[src/rtl/instr_cache_refill_ctrl_if.sv]
// L2-side and cache-set-side signals of the I-cache refill sequencer.
// master = the refill controller, slave = the L2/fetch/cache-set environment.
interface instr_cache_refill_ctrl_if #(
    parameter int ADDR_W = 32
);
    logic              ic_miss_i;
    logic [ADDR_W-1:0] miss_addr_i;
    logic              flush_i;
    logic              l2_req_o;
    logic [ADDR_W-1:0] l2_addr_o;
    logic              l2_req_ready_i;
    logic              l2_rvalid_i;
    logic [63:0]       l2_rdata_i;
    logic              ic_repl_grant_o;
    logic [63:0]       rep_word_o;
    logic              refill_done_o;
    logic              ic_stall_o;

    modport master (
        input  ic_miss_i, miss_addr_i, flush_i, l2_req_ready_i, l2_rvalid_i, l2_rdata_i,
        output l2_req_o, l2_addr_o, ic_repl_grant_o, rep_word_o, refill_done_o, ic_stall_o
    );

    modport slave (
        output ic_miss_i, miss_addr_i, flush_i, l2_req_ready_i, l2_rvalid_i, l2_rdata_i,
        input  l2_req_o, l2_addr_o, ic_repl_grant_o, rep_word_o, refill_done_o, ic_stall_o
    );
endinterface

[src/rtl/instr_cache_refill_ctrl.sv]
// Buffers a whole L2 block (beats may have gaps), then streams it gap-free to the cache set.
// Request held until L2 ready; stream starts the cycle after the last beat; all outputs registered.
module instr_cache_refill_ctrl #(
    parameter int B      = 64,
    parameter int ADDR_W = 32
) (
    input  logic                       clk_i,
    input  logic                       reset_i,
    instr_cache_refill_ctrl_if.master  bus
);
    localparam int BEATS = B / 8;
    localparam int OFF_W = $clog2(B);
    localparam int CNT_W = $clog2(BEATS);
    localparam logic [CNT_W-1:0] LAST = CNT_W'(BEATS - 1);

    typedef enum logic [2:0] {
        S_IDLE, S_REQ, S_FILL, S_STREAM, S_DONE, S_DRAIN
    } state_t;

    state_t            state_q, state_d;
    logic [ADDR_W-1:0] addr_q, addr_d;
    logic [CNT_W-1:0]  rx_q, rx_d, tx_q, tx_d, tx_nxt;
    logic              req_q, req_d, grant_q, grant_d, done_q, done_d, stall_q, stall_d;
    logic [63:0]       word_q, word_d;
    logic              wr_en, last_beat;
    logic [63:0]       blk_buf_q [BEATS];

    always_comb begin
        state_d   = state_q;
        addr_d    = addr_q;
        rx_d      = rx_q;
        tx_d      = tx_q;
        grant_d   = 1'b0;
        word_d    = '0;
        done_d    = 1'b0;
        wr_en     = 1'b0;
        tx_nxt    = tx_q + 1'b1;
        last_beat = bus.l2_rvalid_i && (rx_q == LAST);
        case (state_q)
            S_IDLE: begin
                if (bus.ic_miss_i && !bus.flush_i) begin
                    addr_d  = {bus.miss_addr_i[ADDR_W-1:OFF_W], OFF_W'(0)};
                    rx_d    = '0;
                    tx_d    = '0;
                    state_d = S_REQ;
                end
            end
            S_REQ: begin
                // A flush in the accept cycle must still drain, since L2 now owes us a block.
                if (bus.l2_req_ready_i) state_d = bus.flush_i ? S_DRAIN : S_FILL;
                else if (bus.flush_i)   state_d = S_IDLE;
            end
            S_FILL: begin
                if (bus.l2_rvalid_i) begin
                    rx_d  = rx_q + 1'b1;
                    wr_en = !bus.flush_i;
                end
                if (bus.flush_i) begin
                    state_d = last_beat ? S_IDLE : S_DRAIN;
                end else if (last_beat) begin
                    state_d = S_STREAM;
                    tx_d    = '0;
                    grant_d = 1'b1;
                    word_d  = blk_buf_q[0];
                end
            end
            S_STREAM: begin
                if (tx_q == LAST) begin
                    state_d = S_DONE;
                    done_d  = 1'b1;
                end else begin
                    tx_d    = tx_nxt;
                    grant_d = 1'b1;
                    word_d  = blk_buf_q[tx_nxt];
                end
            end
            S_DONE: state_d = S_IDLE;
            S_DRAIN: begin
                if (bus.l2_rvalid_i) begin
                    rx_d = rx_q + 1'b1;
                    if (rx_q == LAST) state_d = S_IDLE;
                end
            end
            default: state_d = S_IDLE;
        endcase
        req_d   = (state_d == S_REQ);
        stall_d = (state_d != S_IDLE);
    end

    always_ff @(posedge clk_i or negedge reset_i) begin
        if (!reset_i) begin
            state_q <= S_IDLE;
            addr_q  <= '0;
            rx_q    <= '0;
            tx_q    <= '0;
            req_q   <= 1'b0;
            grant_q <= 1'b0;
            word_q  <= '0;
            done_q  <= 1'b0;
            stall_q <= 1'b0;
        end else begin
            state_q <= state_d;
            addr_q  <= addr_d;
            rx_q    <= rx_d;
            tx_q    <= tx_d;
            req_q   <= req_d;
            grant_q <= grant_d;
            word_q  <= word_d;
            done_q  <= done_d;
            stall_q <= stall_d;
        end
    end

    // Block buffer is data only; its contents are meaningless until a fill completes.
    always_ff @(posedge clk_i) begin
        if (wr_en) blk_buf_q[rx_q] <= bus.l2_rdata_i;
    end

    assign bus.l2_req_o        = req_q;
    assign bus.l2_addr_o       = addr_q;
    assign bus.ic_repl_grant_o = grant_q;
    assign bus.rep_word_o      = word_q;
    assign bus.refill_done_o   = done_q;
    assign bus.ic_stall_o      = stall_q;
endmodule

[src/flat_wrapper.sv]
// flat-port wrapper written by rule: the top's interface ports become plain ports
module instr_cache_refill_ctrl_flat 
#(
    parameter int B      = 64,
    parameter int ADDR_W = 32
)
  (clk_i, reset_i, bus_ic_miss_i, bus_miss_addr_i, bus_flush_i, bus_l2_req_ready_i, bus_l2_rvalid_i, bus_l2_rdata_i, bus_l2_req_o, bus_l2_addr_o, bus_ic_repl_grant_o, bus_rep_word_o, bus_refill_done_o, bus_ic_stall_o);
  instr_cache_refill_ctrl_if #(.ADDR_W(ADDR_W)) bus_i ();
  input  logic clk_i;
  input  logic reset_i;
  input wire logic [$bits(bus_i.ic_miss_i)-1:0] bus_ic_miss_i;
  input wire logic [$bits(bus_i.miss_addr_i)-1:0] bus_miss_addr_i;
  input wire logic [$bits(bus_i.flush_i)-1:0] bus_flush_i;
  input wire logic [$bits(bus_i.l2_req_ready_i)-1:0] bus_l2_req_ready_i;
  input wire logic [$bits(bus_i.l2_rvalid_i)-1:0] bus_l2_rvalid_i;
  input wire logic [$bits(bus_i.l2_rdata_i)-1:0] bus_l2_rdata_i;
  output wire logic [$bits(bus_i.l2_req_o)-1:0] bus_l2_req_o;
  output wire logic [$bits(bus_i.l2_addr_o)-1:0] bus_l2_addr_o;
  output wire logic [$bits(bus_i.ic_repl_grant_o)-1:0] bus_ic_repl_grant_o;
  output wire logic [$bits(bus_i.rep_word_o)-1:0] bus_rep_word_o;
  output wire logic [$bits(bus_i.refill_done_o)-1:0] bus_refill_done_o;
  output wire logic [$bits(bus_i.ic_stall_o)-1:0] bus_ic_stall_o;
  assign bus_i.ic_miss_i = bus_ic_miss_i;
  assign bus_i.miss_addr_i = bus_miss_addr_i;
  assign bus_i.flush_i = bus_flush_i;
  assign bus_i.l2_req_ready_i = bus_l2_req_ready_i;
  assign bus_i.l2_rvalid_i = bus_l2_rvalid_i;
  assign bus_i.l2_rdata_i = bus_l2_rdata_i;
  assign bus_l2_req_o = bus_i.l2_req_o;
  assign bus_l2_addr_o = bus_i.l2_addr_o;
  assign bus_ic_repl_grant_o = bus_i.ic_repl_grant_o;
  assign bus_rep_word_o = bus_i.rep_word_o;
  assign bus_refill_done_o = bus_i.refill_done_o;
  assign bus_ic_stall_o = bus_i.ic_stall_o;
  instr_cache_refill_ctrl #(.B(B), .ADDR_W(ADDR_W)) u_core (.clk_i(clk_i), .reset_i(reset_i), .bus(bus_i));
endmodule
[config.mk]
export PLATFORM = sky130hd
export DESIGN_NAME = instr_cache_refill_ctrl_flat
export DESIGN_NICKNAME = d
export VERILOG_FILES = /design/src/rtl/instr_cache_refill_ctrl_if.sv /design/src/rtl/instr_cache_refill_ctrl.sv /design/src/flat_wrapper.sv
export SDC_FILE = /design/constraint.sdc
export NUM_CORES = 1
export LEC_CHECK = 0
export CAP_MARGIN = 30
export CORE_ASPECT_RATIO = 1.25
export CORE_UTILIZATION = 62
export CTS_CLUSTER_DIAMETER = 120
export DETAILED_ROUTE_END_ITERATION = 6
export PLACE_DENSITY = 0.85
export SLEW_MARGIN = 20
export SYNTH_ARGS = -nofsm -noshare
export SYNTH_HDL_FRONTEND = slang
export SYNTH_SLANG_ARGS = --single-unit
[constraint.sdc]
create_clock -name clk_i -period 10.07 [get_ports clk_i]
set_input_delay 2.5175 -clock clk_i [delete_from_list [all_inputs] [get_ports clk_i]]
set_output_delay 2.5175 -clock clk_i [all_outputs]
set_load 0.03 [all_outputs]
==> impl_metrics.yaml, run 1 <==
outcome:
  status: "finished, final reports clean"
detailed_routing:
  drc_errors: 0
  firstDrtPassIters: 5
  antenna_left: 0
  num_vias: 12520
  drtIter0Drc: 1248
  routedWlPerCell_um: 25.17
  wl_um: 49790
  routed_via_density: 6.329
logic_synthesis:
  synth_most_common_cell: "edfxtp_1"
  synth-seq-area-share: 0.7649
  synthDistinctLibCells: 46
  netlist_area_um2: 23470
  synth.top_cell.area_share: 0.6550
  ys.flop_type: "edfxtp_1"
  synth.avg_cell_area_um2: 18.88
  ys_ff_latch: 615
  synthCells: 1243
  ys_top_cells_by_area: "edfxtp_1 (66%), dfrtp_1 (11%), mux4_2 (6.0%)"
  async_flop_share: 0.1675
  synth_top_cell_by_area: "edfxtp_1"
  synth_common_cells: "edfxtp_1 (512), dfrtp_1 (103), mux2i_1 (95)"
  synth_edf_count: 512
  ys_warn_count: 0
clock_tree:
  cts_sinks: 615
  post-cts-setup-buffer-count: 0
  clk_pin_slew_worst_paths_ns: 0.06
  cts_tree: "done"
  htreeDepth: 2
  cts_resized: 0
  cts-root-buf: "clkbuf_16"
  ctsHoldBuffers: 0
  insertion_delay_ns: 0.59
  numCtsBuffers: 54
  clk_path_buf_depth: 3
final_layout:
  area_growth_pct: 18.60
  layout-drive-gt1-share: 0.1527
  seq_area_um2: 17960
  final_nets: 1548
  fillCellCount: 1988
  design_area_um2: 27840
  final_cells: 1978
  multi_input_area_um2: 5154
worst_setup_path:
  arrival_ns: 5.65
  end_kind: "flip-flop"
  cp-startpoint: "bus_flush_i"
  cp-start-kind: "input port"
  crit_path_max_fanout: 43
  rr_startpoint: "u_core.tx_q[0]"
  worst-setup-path-type: "input port to flip-flop"
  cp.required_ns: 10.27
sta:
  drv_slew: 0
  setup_tns_ns: 0
  max_clock_freq_mhz: 183.7
  finalCritPeriodShare: 0.5405
  rsz0062_at_grt: "no"
  finalSetupViolCount: 0
  layout_setup_ws_ns: 4.627
  period_minus_slack_ns: 5.443
  hold_violations: 0
  relSlewSlack: 0.3219
  fin_worst_skew_ns: 0.01748
  worst_pin_slew_ns: 1.017
global_route:
  grt-ovfl-total: 0
  first_global_vias: 13000
  grt_util_met1: 0.3306
  antenna_found_initial: 4
  grt_usage: 0.2605
  grtUsageMet2: 0.4525
  grt_pass1_wl_um: 74360
  grtUsageMet3: 0.04244
  grt.busiest_layer: "met2"
  grt_max_degree: 78
hold_path:
  min_path_type: "flip-flop to flip-flop"
  hp-start: "u_core.blk_buf_q[0][7]"
floorplanning:
  die-area_um2: 38640
  io-pin-count: 202
  core_area_um2: 37260
  die_width_um: 176.0
  initial_core_util: 0.6299
  rows: 79
  dieHeight_um: 219.5
placement:
  numPortBuffers: 189
  place_ws_ns: 4.114
  numPlacedInstances: 1869
  gp_congestion: 0.7776
  placed_area_um2: 25910
  dp_hpwl_um: 26280
job:
  cap_violations: 0
pwr:
  sw_frac_of_total: 0.2639
  clkPwrFrac: 0.329
  seq_power_share: 0.460
  design_power_total_mw: 6.453
  power_frac_comb: 0.212
  leakage_nw: 9.251
  p_sw_mw: 1.703
  intPower_mw: 4.750
  power_density_nw_per_um2: 231.8
  peakVddDrop_uv: 163.4
per-stage QoR:
step,util,hold WS (ns)
floorplan,-,0.4428
global placement,0.6918,0.4534
detailed placement,0.6952,0.4583
CTS,0.7452,0.4731
global route,0.7469,0.5042
finish,0.7470,0.4739
critical path: stages:
cell and delay, ns:
clkdlybuf4s50_1 0.63, nor4b_1 0.52, nand2_1 0.34, nor2_4 0.84
buf_4 0.76
power by group through the flow:
stage	logic, mW	clock network, mW	registers [mW]
after floorplan	0.806	0	3.16
after global placement	1.30	0	3.01
after detailed placement	1.35	0	3.02
after CTS	1.36	2.14	2.97
after global routing	1.45	2.23	2.98
final	1.37	2.12	2.97
layout by cell type (no fill, tap or decap), types with 3 or more instances in the layout:
cell | Yosys | layout
diode_2 | 0 | 5
nor2b_1 | 40 | 38
bufinv_16 | 0 | 5
nand2_1 | 64 | 64
a32o_1 | 37 | 37
buf_4 | 17 | 23
clkbuf_8 | 0 | 12
clkdlybuf4s50_1 | 0 | 188
clkbuf_16 | 0 | 57
clkinv_2 | 0 | 13
inv_1 | 3 | 3
nor2_4 | 0 | 7
a21oi_1 | 41 | 41
edfxtp_1 | 512 | 512
nor3b_1 | 4 | 3
a22oi_1 | 26 | 26
a22o_1 | 3 | 3
nand2b_1 | 41 | 40
a211oi_1 | 38 | 38
buf_16 | 0 | 5
clkbuf_1 | 24 | 14
mux2_2 | 27 | 27
ha_1 | 5 | 3
dfrtp_1 | 103 | 102
conb_1 | 1 | 6
mux2i_1 | 95 | 95
o211ai_1 | 26 | 26
mux4_2 | 63 | 63
metal layers:
metal	wire (um)	vias to the layer above
met4	1416	2
met3	4033	99
met1	18500	6430
met2	25820	653
li1	-	5334
met5	17	-
state kept, by name, indices dropped and copies added, names as in the netlist:
name / cells
u_core.bus.l2_addr_o: 26
u_core.blk_buf_q: 512
u_core.bus.refill_done_o: 1
u_core.bus.ic_repl_grant_o: 1
u_core.rx_q: 3
u_core.bus.ic_stall_o: 1
u_core.state_q: 3
u_core.tx_q: 3
u_core.bus.rep_word_o: 64
u_core.bus.l2_req_o: 1
layout make-up:
type | count | area share
Multi-Input combinational cell | 549 | 0.1851
Tap cell | 486 | 0.02184
Antenna cell | 5 | 0.0004495
Clock inverter | 19 | 0.007866
Timing Repair Buffer | 218 | 0.08019
Clock buffer | 83 | 0.05906
Inverter | 3 | 0.0004045
Sequential cell | 615 | 0.6450
worst paths after layout:
kind,end,slack [ns],cells past startpoint
setup / recovery,u_core.blk_buf_q[2][33],4.63,5
hold / removal,u_core.bus.rep_word_o[7],0.47,2
setup reg to reg,u_core.bus.rep_word_o[44],6.40,7
hold reg to reg,u_core.bus.rep_word_o[7],0.47,2
max in group asynchronous,u_core.tx_q[0],7.24,2
min in group asynchronous,u_core.bus.rep_word_o[44],1.85,1
cell families (layout without fill, tap and decap cells):
kind of cell             after synthesis  in the layout  synth area share
other                                  1             11         0.0001598
adder cells (fa/ha/maj)                5              5          0.002665
multiplexers                         185            185            0.1139
AO/OA/AOI/OAI                        179            179           0.05709
buffers and inverters                 84            323           0.02084
AND/OR/NAND/NOR                      173            173           0.04009
XOR/XNOR                               1              1         0.0003732
flip-flops                           615            615            0.7649
(Power assumes the default switching activity.)
==> run 2: changes to the inputs <==
Settings changed: CORE_UTILIZATION 62 to 52, PLACE_DENSITY 0.85 to 0.76.
Clock period 10.07 ns to 4.8 ns, I/O delays scaled along.
==> run 2 against run 1 <==
Against the previous run:
- die area rose by 19%
- critical path type unchanged
- sequential share of layout area fell by 0.51 points
- non-clock buffer count up 5
- clock power grew 110%
- clock skew increased by 0.0055 ns
- critical endpoint is now u_core.blk_buf_q[7][55]
- combinational power is 110% higher
- register-to-register slack got worse by 4.8 ns
- sequential cell count did not move
- sequential power is 110% higher
- global-route usage down 4.5 points
- worst hold slack lost 0.0040 ns
- routed wire length is 2.0% lower
==> impl_metrics.yaml, run 2 (synthesized netlist as in run 1, its figures left out) <==
global_route:
  grt_pass1_wl_um: 73490
  antenna_found_initial: 4
  grt_usage: 0.2159
  grt-ovfl-total: 0
  grt_max_degree: 88
  first_global_vias: 12470
pwr:
  power_density_nw_per_um2: 479.5
  peakVddDrop_uv: 420.8
  leakage_nw: 9.259
worst_setup_path:
  crit_path_cell_trace: "clkdlybuf4s50_1, nor4b_1, nand2_1, nor2_4, buf_12"
  cp_num_buf_inv: 2
  worst-setup-path-type: "input port to flip-flop"
  worst-r2r-setup-slack_ns: 1.62
  reg2regPathDepth: 6
  crit_slowest_cell: "nor2_4"
  cpLargestDelayFamily: "simple AND/OR/NAND/NOR gates"
  path_depth: 5
  arrival_ns: 3.62
  cp-start-kind: "input port"
  crit_path_max_fanout: 18
  end_kind: "flip-flop"
  cp.required_ns: 5.08
  max_stage_delay_ns: 0.69
final_layout:
  largest_reg_flops: 512
  final_common_cell: "edfxtp_1"
  seq_area_um2: 17960
  final_cell_mix: "edfxtp_1 (512), clkdlybuf4s50_1 (188), dfrtp_1 (102)"
  largest-register: "u_core.blk_buf_q"
  final_nets: 1555
  final_cells: 2070
  fillCellCount: 3005
  multi_input_area_um2: 5166
  fin_util: 0.6330
  area_growth_pct: 19.55
  layout-drive-gt1-share: 0.1565
sta:
  fin_worst_skew_ns: 0.02303
  relSlewSlack: 0.4180
  worst_pin_slew_ns: 0.8730
  max_clock_freq_mhz: 300.0
  finalCritPeriodShare: 0.6944
  setup_tns_ns: 0
  rsz0062_at_grt: "no"
  drv_slew: 0
  layout_setup_ws_ns: 1.467
  period_minus_slack_ns: 3.333
  hold_violations: 0
  finalSetupViolCount: 0
clock_tree:
  htreeDepth: 2
  clk_pin_slew_worst_paths_ns: 0.06
  numCtsBuffers: 56
  ctsHoldBuffers: 0
  post-cts-setup-buffer-count: 0
  cts_tree: "done"
  cts_resized: 0
  clk_path_buf_depth: 3
  insertion_delay_ns: 0.60
  cts-root-buf: "clkbuf_16"
  cts_sinks: 615
detailed_routing:
  drc_errors: 0
  antenna_left: 0
  routedWlPerCell_um: 23.57
  num_vias: 12160
  drtIter0Drc: 867
  firstDrtPassIters: 5
  routed_via_density: 5.872
  wl_um: 48780
placement:
  numPortBuffers: 189
  place_ws_ns: 0.8980
  gp_congestion: 0.7117
  numPlacedInstances: 1960
  dp_hpwl_um: 26060
floorplanning:
  die_width_um: 192.0
  die-area_um2: 46000
  core_area_um2: 44330
  io-pin-count: 202
  dieHeight_um: 239.5
  initial_core_util: 0.5294
  rows: 86
job:
  cap_violations: 0
hold_path:
  holdPathStages: 2
  min_path_type: "flip-flop to flip-flop"
outcome:
  status: "finished, final reports clean"
[run 2: cell type report]
class / instances / share of cell area
Sequential cell: 615 / 0.6399
Multi-Input combinational cell: 549 / 0.1841
Timing Repair Buffer: 223 / 0.08423
Clock buffer: 81 / 0.05792
Tap cell: 572 / 0.02550
Clock inverter: 24 / 0.007669
Inverter: 3 / 0.0004013
Antenna cell: 3 / 0.0002675
[run 2: per-layer routing]
layer | up-vias | share of wire | GRT usage | wire, um
li1 | 5357 | - | - | -
met1 | 6234 | 0.40 | 0.2853 | 19620
met2 | 482 | 0.50 | 0.3628 | 24490
met3 | 81 | 0.073 | 0.04132 | 3542
met4 | 2 | 0.023 | 0.06705 | 1108
met5 | - | 0.00027 | 0 | 13
[run 2: final timing paths]
check	to	start
setup / recovery	u_core.blk_buf_q[7][55]	bus_flush_i
hold / removal	u_core.bus.rep_word_o[9]	u_core.blk_buf_q[0][9]
setup reg to reg	u_core.bus.rep_word_o[37]	u_core.tx_q[0]
hold reg to reg	u_core.bus.rep_word_o[9]	u_core.blk_buf_q[0][9]
max in group asynchronous	u_core.bus.rep_word_o[57]	reset_i
min in group asynchronous	u_core.bus.rep_word_o[30]	reset_i
[run 2: worst register-to-register path, delay by kind of cell, from the launching register on]
kind                   cells  cell delay, ns
DFF                        1            0.91
and+or+nand+nor            2            0.64
AOI/OAI and AO/OA          2            0.28
buffers and inverters      2            1.21
[run 2: power by group]
group          leakage (nW)  switching, mW  internal (mW)
Combinational          2.38           1.54           1.31
Sequential             5.97          0.183           6.04
Clock                 0.906           1.87           2.51
Total                  9.26           3.59           9.86
[run 2: metrics by stage]
stage | cell area (um2) | hold WS [ns] | total power, mW
2_1_floorplan | 23500 | 0.4428 | 8.313
3_3_place_gp | 26140 | 0.4511 | 9.100
3_5_place_dp | 26160 | 0.4600 | 9.183
4_1_cts | 28000 | 0.4775 | 13.54
5_1_grt | 28060 | 0.4957 | 13.95
6_report | 28060 | 0.4699 | 13.46
==> run 3: changes to the inputs <==
Settings changed: CORE_UTILIZATION 52 to 57, PLACE_DENSITY 0.76 to 0.79.
Clock period 4.8 ns to 3.25 ns, I/O delays scaled along.
==> run 3 against run 2 <==
Against the previous run:
- register-to-register slack lost 1.2 ns
- utilization grew 6.4 points
- die area shrank 8.7%
- sequential cell count is the same
- final cell count shrank 1.2%
- clock power grew 48%
- final area grew 0.20%
- combinational power grew 52%
- via count grew 1.5%
- routed wire length grew 1.6%
- clock skew shrank 0.0071 ns
- power grew 48%
- critical endpoint is now u_core.bus.rep_word_o[19]
- highest routed layer unchanged
==> impl_metrics.yaml, run 3 (synthesized netlist as in run 1, its figures left out) <==
final_layout:
  largest-register: "u_core.blk_buf_q"
  fin_util: 0.6974
  final_cells: 2046
  area_growth_pct: 19.80
  final_nets: 1557
  fillCellCount: 2454
  layout-drive-gt1-share: 0.1565
  final_common_cell: "edfxtp_1"
  largest_reg_flops: 512
  final_cell_mix: "edfxtp_1 (512), clkdlybuf4s50_1 (188), dfrtp_1 (102)"
sta:
  relSlewSlack: 0.5461
  period_minus_slack_ns: 2.803
  finalCritPeriodShare: 0.8624
  layout_setup_ws_ns: 0.4472
  finalSetupViolCount: 0
  max_clock_freq_mhz: 356.8
  fin_worst_skew_ns: 0.01593
  hold_violations: 0
  rsz0062_at_grt: "no"
  worst_pin_slew_ns: 0.6809
  drv_slew: 0
pwr:
  power_density_nw_per_um2: 709.2
  leakage_nw: 9.280
  peakVddDrop_uv: 500.4
  design_power_total_mw: 19.94
detailed_routing:
  routed_via_density: 6.031
  antenna_left: 0
  met1_length_um: 19320
  routedWlPerCell_um: 24.23
  met2_wirelength_um: 25200
  wl_um: 49570
  drtIter0Drc: 952
  drc_errors: 0
  highest_layer: "met5"
  firstDrtPassIters: 5
  wl_met3_um: 3213
  num_vias: 12340
global_route:
  grt-ovfl-total: 0
  first_global_vias: 12820
  grt_usage: 0.2421
  grt_pass1_wl_um: 75230
  grt_max_degree: 69
  antenna_found_initial: 6
worst_setup_path:
  crit_path_max_fanout: 26
  crit_slowest_cell: "ha_4"
  worst-setup-path-type: "flip-flop to flip-flop"
  cp.required_ns: 3.74
  end_kind: "flip-flop"
  cpLargestDelayFamily: "adder cells"
  max_stage_delay_ns: 0.56
  arrival_ns: 3.29
  cp-startpoint: "u_core.tx_q[0]"
  path_common_cell: "ha_4"
  crit_path_cell_trace: "ha_4, ha_4, nand2b_2, buf_4, a211oi_1, a21oi_1, a32o_1"
  cp-start-kind: "flip-flop"
  rr_startpoint: "u_core.tx_q[0]"
  cp_num_buf_inv: 1
outcome:
  status: "finished, final reports clean"
floorplanning:
  die-area_um2: 42000
  io-pin-count: 202
  dieHeight_um: 228.9
  die_width_um: 183.5
  initial_core_util: 0.5821
  core_area_um2: 40320
  rows: 82
placement:
  place_ws_ns: 0.2880
  numPlacedInstances: 1939
  dp_hpwl_um: 26610
  gp_congestion: 0.7523
  numPortBuffers: 189
clock_tree:
  insertion_delay_ns: 0.58
  clk_path_buf_depth: 3
  clk_pin_slew_worst_paths_ns: 0.07
  cts_tree: "done"
  htreeDepth: 2
  cts-root-buf: "clkbuf_16"
  ctsHoldBuffers: 0
  post-cts-setup-buffer-count: 0
  cts_resized: 0
  cts_sinks: 615
  numCtsBuffers: 55
job:
  cap_violations: 0
hold_path:
  min_path_type: "input port to asynchronous set/reset pin"
[run 3: changes by cell type in the layout (fill, tap and decap cells not counted), sizes merged]
cell / delta
clkbuf: -9
clkinv: +4
buf: +3
bufinv: +3
diode: +2
clkinvlp: -1
[run 3: worst paths after layout]
| kind | to | slack [ns] | cells after the start |
|---|---|---|---|
| setup / recovery | u_core.bus.rep_word_o[19] | 0.45 | 7 |
| hold / removal | u_core.bus.rep_word_o[41] | 0.26 | 1 |
| setup reg to reg | u_core.bus.rep_word_o[19] | 0.45 | 7 |
| hold reg to reg | u_core.bus.rep_word_o[7] | 0.47 | 2 |
| max in group asynchronous | u_core.bus.rep_word_o[40] | 2.20 | 2 |
| min in group clk_i | u_core.bus.rep_word_o[7] | 0.47 | 2 |
[run 3: layout make-up]
| cell class | instances | area, um2 | share of cell area |
|---|---|---|---|
| Sequential cell | 615 | 17960 | 0.6386 |
| Multi-Input combinational cell | 549 | 5181 | 0.1843 |
| Timing Repair Buffer | 226 | 2455 | 0.08730 |
| Clock buffer | 72 | 1510 | 0.05371 |
| Tap cell | 546 | 683.2 | 0.02430 |
| Clock inverter | 30 | 309.0 | 0.01099 |
| Antenna cell | 5 | 12.51 | 0.0004450 |
| Inverter | 3 | 11.26 | 0.0004005 |
[run 3: per-stage QoR]
step | hold slack [ns] | cell area [um2] | setup TNS (ns)
3_3_place_gp | 0.4556 | 26290 | 0
5_1_grt | 0.2982 | 28120 | 0
6_report | 0.2598 | 28120 | 0
3_5_place_dp | 0.4630 | 26290 | 0
4_1_cts | 0.2711 | 28110 | 0
2_1_floorplan | 0.4428 | 23560 | -121.88
[run 3: metal layers]
metal / track usage / vias up
met5: 0 / -
met4: 0.1003 / 2
met3: 0.03983 / 114
met2: 0.4086 / 501
met1: 0.3127 / 6359
li1: - / 5363
[run 3: power breakdown]
part,switching (mW),internal [mW]
Combinational,2.36,1.97
Clock,2.72,3.75
Sequential,0.222,8.92
Total,5.31,14.6
